## config.mk

```make
export PLATFORM = sky130hd
export DESIGN_NAME = arb_merge_n_cache
export DESIGN_NICKNAME = d
export VERILOG_FILES = /design/src/rtl/arb_merge_n_cache.sv
export SDC_FILE = /design/constraint.sdc
export NUM_CORES = 1
export LEC_CHECK = 0
export ABC_AREA = 1
export BUFFER_PORTS_ARGS = -buffer_cell sky130_fd_sc_hd__buf_2
export CAP_MARGIN = 20
export CORE_MARGIN = 4
export CORE_UTILIZATION = 35
export CTS_CLUSTER_SIZE = 30
export DETAILED_ROUTE_END_ITERATION = 7
export PLACE_DENSITY = 0.59
export SETUP_SLACK_MARGIN = 0.05
export SLEW_MARGIN = 10
export SYNTH_ARGS = -nofsm -noshare
export SYNTH_HDL_FRONTEND = slang
export SYNTH_SLANG_ARGS = --single-unit
```

## constraint.sdc

```tcl
create_clock -name clk -period 1.9 [get_ports clk]
set_input_delay 0.095 -clock clk [delete_from_list [all_inputs] [get_ports clk]]
set_output_delay 0.095 -clock clk [all_outputs]
set_load 0.1 [all_outputs]
```

## src/rtl/arb_merge_n_cache.sv

```systemverilog
`default_nettype none
// ============================================================================
// Module   : arb_merge_n_cache
// Brief    : N-channel merge. Each input channel feeds its own small FIFO.
//            An arbiter pops one non-empty FIFO per load into a single output
//            register stage that supports full-throughput pass-through.
// Config   : ARB_MERGE_N_RR_EN defined   -> round-robin arbitration
//            ARB_MERGE_N_RR_EN undefined -> fixed priority (lowest index wins)
// Revision : 1.0 - initial release
// ============================================================================
module arb_merge_n_cache #(
  parameter int DATA_WIDTH = 5,
  parameter int CH_NUM     = 4,
  parameter int FIFO_DEPTH = 2
) (
  input  logic                                       clk,
  input  logic                                       rst,
  input  logic [CH_NUM-1:0]                          i_drive,
  input  logic [CH_NUM*DATA_WIDTH-1:0]               i_data,
  output logic [CH_NUM-1:0]                          o_free,
  output logic                                       o_driveNext,
  output logic [DATA_WIDTH-1:0]                      o_data,
  output logic [((CH_NUM > 1) ? $clog2(CH_NUM) : 1)-1:0] o_grantId,
  input  logic                                       i_freeNext
);

  localparam int GRANT_W = (CH_NUM > 1) ? $clog2(CH_NUM) : 1;
  localparam int PTR_W   = $clog2(FIFO_DEPTH);
  localparam int CNT_W   = PTR_W + 1;
  localparam logic [CNT_W-1:0] DEPTH_C = CNT_W'(FIFO_DEPTH);

  // Per-channel FIFO storage and bookkeeping
  logic [DATA_WIDTH-1:0] mem       [CH_NUM][FIFO_DEPTH];
  logic [PTR_W-1:0]      wr_ptr    [CH_NUM];
  logic [PTR_W-1:0]      rd_ptr    [CH_NUM];
  logic [CNT_W-1:0]      count     [CH_NUM];
  logic [CNT_W-1:0]      count_nxt [CH_NUM];
  logic [CH_NUM-1:0]     free_q;
  logic [CH_NUM-1:0]     push;
  logic [CH_NUM-1:0]     pop;
  logic [CH_NUM-1:0]     nonempty;

  // Arbitration and output stage
  logic                  load_en;
  logic                  grant_valid;
  logic [GRANT_W-1:0]    grant_id;
  logic [DATA_WIDTH-1:0] pop_data;
  logic                  out_valid;
  logic [DATA_WIDTH-1:0] out_data;
  logic [GRANT_W-1:0]    out_id;

  // Ready is a registered "not full" flag; it is forced low while reset is
  // held so nothing can be accepted during reset, and comes back high as soon
  // as reset drops so the first edge after release can accept.
  assign o_free      = free_q & {CH_NUM{~rst}};
  assign push        = i_drive & o_free;

  // The output register can take a new word when it is empty or when the
  // word it holds leaves at this same edge.
  assign load_en     = ~out_valid | i_freeNext;

  assign o_driveNext = out_valid;
  assign o_data      = out_data;
  assign o_grantId   = out_id;

  // Occupancy flags and next-state counts for every FIFO
  always_comb begin
    for (int k = 0; k < CH_NUM; k++) begin
      nonempty[k]  = (count[k] != '0);
      count_nxt[k] = count[k]
                   + {{(CNT_W-1){1'b0}}, push[k]}
                   - {{(CNT_W-1){1'b0}}, pop[k]};
    end
  end

  // One-hot pop of the granted FIFO, only on an output load
  always_comb begin
    pop = '0;
    if (load_en && grant_valid) begin
      pop[grant_id] = 1'b1;
    end
  end

  // Head word of the granted FIFO
  always_comb begin
    pop_data = mem[grant_id][rd_ptr[grant_id]];
  end

`ifdef ARB_MERGE_N_RR_EN
  // Last-granted channel; the search starts one past it
  logic [GRANT_W-1:0] rr_ptr;
  // Candidate index, one bit wider so the modulo wrap can be detected
  logic [GRANT_W:0]   rr_idx;

  // Round-robin search: first non-empty FIFO after the last grant, wrapping
  always_comb begin
    grant_valid = 1'b0;
    grant_id    = '0;
    rr_idx      = '0;
    for (int i = 1; i <= CH_NUM; i++) begin
      rr_idx = {1'b0, rr_ptr} + (GRANT_W+1)'(i);
      if (rr_idx >= (GRANT_W+1)'(CH_NUM)) begin
        rr_idx = rr_idx - (GRANT_W+1)'(CH_NUM);
      end
      if (!grant_valid && nonempty[rr_idx[GRANT_W-1:0]]) begin
        grant_valid = 1'b1;
        grant_id    = rr_idx[GRANT_W-1:0];
      end
    end
  end

  // Pointer follows the winner, but only when a word is actually loaded
  always_ff @(posedge clk or posedge rst) begin
    if (rst) begin
      rr_ptr <= GRANT_W'(CH_NUM - 1);
    end else if (load_en && grant_valid) begin
      rr_ptr <= grant_id;
    end
  end
`else
  // Fixed priority: lowest-numbered non-empty FIFO wins
  always_comb begin
    grant_valid = 1'b0;
    grant_id    = '0;
    for (int i = 0; i < CH_NUM; i++) begin
      if (!grant_valid && nonempty[i]) begin
        grant_valid = 1'b1;
        grant_id    = GRANT_W'(i);
      end
    end
  end
`endif

  // FIFO pointers, counts and the registered not-full flags
  always_ff @(posedge clk or posedge rst) begin
    if (rst) begin
      for (int k = 0; k < CH_NUM; k++) begin
        wr_ptr[k] <= '0;
        rd_ptr[k] <= '0;
        count[k]  <= '0;
      end
      free_q <= '1;
    end else begin
      for (int k = 0; k < CH_NUM; k++) begin
        if (push[k]) begin
          wr_ptr[k] <= wr_ptr[k] + 1'b1;
        end
        if (pop[k]) begin
          rd_ptr[k] <= rd_ptr[k] + 1'b1;
        end
        count[k]  <= count_nxt[k];
        free_q[k] <= (count_nxt[k] != DEPTH_C);
      end
    end
  end

  // FIFO payload storage; contents need no reset since counts gate reads
  always_ff @(posedge clk) begin
    for (int k = 0; k < CH_NUM; k++) begin
      if (push[k]) begin
        mem[k][wr_ptr[k]] <= i_data[k*DATA_WIDTH +: DATA_WIDTH];
      end
    end
  end

  // Output register: load the granted word, or go empty if nothing to load.
  // Data and id are held while stalled so downstream sees a stable word.
  always_ff @(posedge clk or posedge rst) begin
    if (rst) begin
      out_valid <= 1'b0;
      out_data  <= '0;
      out_id    <= '0;
    end else if (load_en) begin
      if (grant_valid) begin
        out_valid <= 1'b1;
        out_data  <= pop_data;
        out_id    <= grant_id;
      end else begin
        out_valid <= 1'b0;
      end
    end
  end

endmodule
`default_nettype wire

```

==> results.yml <==
outcome:
  status: "complete, no violations"
grt:
  grt_pass1_vias: 2247
  grt_pass1_wl_um: 10290
  grt_util_all_layers: 0.1293
  antenna_found_initial: 0
  overflow: 0
  grt_start_max_net_pins: 33
cells_and_area:
  diodes: 0
  finalNetCount: 411
  area_growth_pct: 34.18
  drive_gt1_frac: 0.3885
  final_cells: 489
  post-route-cell-area_mm2: 0.004229
setup_path:
  cp_data_arrival_time_ns: 2.08
  crit_type: "flop to flop"
  crit_path_max_incr_delay_ns: 0.43
  path_buf_inv: 2
  end_kind: "flop"
  cp-start-kind: "flop"
  cpMaxStageDelayCell: "dfrtp_2"
  path_cells: "buf_4, o21ai_4, nand2_4, nor3_4, ha_4, inv_2, ha_4, xnor2_2, nand2_1"
  crit_required_ns: 2.17
  cp_top_family: "flip-flops"
  cp_max_fo: 3
  cp_common_cell: "ha_4"
drt:
  drtPass1Iterations: 4
  drt_iter0_drc: 52
  vias: 2194
  drcViolationCount: 0
  via_per_inst: 4.487
  drt-wirelength-per-cell_um: 12.78
  postRouteAntennaNets: 0
  wirelength_um: 6248
sta:
  worst_pin_slew_ns: 0.4797
  setup-violations-final: 0
  max_slew_margin: 0.6790
  skew_ns: 0.006894
  fin_crit_sh: 0.9546
  max_freq_ghz: 0.5514
  slew_violations: 0
  fin_crit_ns: 1.814
  hold_viol: 0
  fin_tns_setup_ns: 0
  setup_slack_ns: 0.08634
  rsz0062_at_grt: "yes"
floorplanning:
  initial_core_util: 0.3614
  row_count: 34
  chipHeight_um: 102.9
  io_pins: 39
  dieArea_mm2: 0.01059
  die_w_um: 102.9
  core_area_mm2: 0.008721
cts:
  cts_tree: "done"
  cts_max_path_buffers: 2
  clock_sinks: 68
  h-tree-depth: 3
  cts_buffers: 9
  path_clk_slew_ns: 0.07
  clk_latency_ns: 0.33
  clockRootBuffer: "clkbuf_8"
synth:
  yosys-top-cells-area: "edfxtp_1, dfrtp_1, nor2_1"
  synth.most_common_cell: "nor2_1"
  synth_top_area_frac: 0.3811
  netlist-cell-type-count: 31
  ys_warn_count: 0
  synthesis.nets: 328
  async_flop_share: 0.4118
  ys_top_cells_by_count: "nor2_1, nand2_1, edfxtp_1, inv_1, dfrtp_1"
  ys_ff_latch: 68
  yosysTopAreaCell: "edfxtp_1"
  syn_area_mm2: 0.003152
  synth_seq_area_share: 0.6050
  synth-main-ff-cell: "edfxtp_1"
  synth-edff-count: 40
  synth_cells: 293
  avgSynthCellArea_um2: 10.76
pwr:
  leakage_nw: 1.811
  p_per_area_mw_per_mm2: 1604
  max-vdd-ir-drop_uv: 837.0
placed_design:
  gp_congestion: 0.7472
  dpl.hpwl_um: 4675
  dp_cells: 444
  dpl_cell_area_mm2: 0.003696
  pre_cts_ws_ns: 0.007949
  portBuffers: 38
run:
  cap_viol_max_count: 0
hold_path:
  hold_class: "input port to flop"
## layout make-up
cell class                 count  area, um2
sequential                    68       1914
clock buffer                  10      137.6
fill                         831       4492
inverter                      35      131.4
multi-input combinational    181       1246
timing repair buffer          81      600.6
clock inverter                 6      63.81
tap                          108      135.1
## metal layers
| layer | global-route usage | share of wire | up-vias |
|---|---|---|---|
| met5 | 0 | 0 | - |
| met2 | 0.2294 | 0.52 | 33 |
| met1 | 0.1486 | 0.42 | 1034 |
| li1 | - | - | 1121 |
| met3 | 0.04127 | 0.040 | 6 |
| met4 | 0.03884 | 0.012 | 0 |
## metrics by stage
stage | hold WS (ns) | util | power, mW
after floorplan | 0.1575 | - | 4.808
after global placement | 0.2834 | 0.4238 | 5.358
after detailed placement | 0.2891 | 0.4238 | 5.429
after CTS | 0.07760 | 0.4719 | 6.677
after global routing | 0.05168 | 0.4849 | 7.273
final | 0.06533 | 0.4849 | 6.782
## registers in the layout, summed over array words and instances (netlist names)
signal and count:
count 8, rd_ptr 4, o_grantId 2, o_data 5, free_q 4, o_driveNext 1, mem 40, wr_ptr 4
## power breakdown
group	leakage (nW)	switching (mW)	internal, mW
combinational	1.03	2.11	1.25
sequential	0.685	0.233	2.02
clock	0.0983	0.537	0.639
total	1.81	2.88	3.90
## what timing repair did
| item | in CTS | in global routing |
|---|---|---|
| cloned | 0 | 0 |
| buffers inserted | 0 | 8 |
| pin swaps | 0 | 14 |
| gates resized for setup | 2 | 16 |
| endpoints found under the hold margin | 64 | 0 |
| hold buffers | 21 | 0 |
| endpoints found under the setup margin | 4 | 11 |
## worst register-to-register path: stages, from the launching register on
cell	delay, ns
dfrtp_2	0.43
buf_4	0.15
o21ai_4	0.22
nand2_4	0.10
nor3_4	0.26
ha_4	0.24
inv_2	0.06
ha_4	0.12
xnor2_2	0.11
nand2_1	0.07
## cells by family (layout without fill, tap and decap cells)
group	count (synthesis)	after routing	synth area share
adder cells (fa/ha/maj)	8	8	0.03176
AO/OA/AOI/OAI	25	25	0.05082
buffers and inverters	44	132	0.06947
flip-flops	68	68	0.6050
AND/OR/NAND/NOR	132	132	0.1985
XOR/XNOR	16	16	0.04446
## final timing paths
check | slack, ns | startpoint | endpoint | cells after the start
max in group asynchronous | 1.08 | rst | free_q[1] | 4
min in group asynchronous | 0.50 | rst | count[3] | 4
hold / removal | 0.07 | i_drive[3] | wr_ptr[0] | 3
setup reg to reg | 0.09 | count[4] | free_q[0] | 9
hold reg to reg | 0.48 | o_data[2] | o_data[2] | 2
setup / recovery | 0.09 | count[4] | free_q[0] | 9
## cells in the final DEF (no fill, tap or decap), drive strengths merged, types with 7 or more instances in the layout
cell type and n:
a21oi 11, buf 60, clkbuf 10, dfrtp 24
dlygate4sd3 21, edfxtp 40, ha 8, inv 35
nand2 47, nand3 22, nor2 60, o211ai 8
xnor2 7, xor2 9
Note: power is estimated with default switching activity, not from simulation.
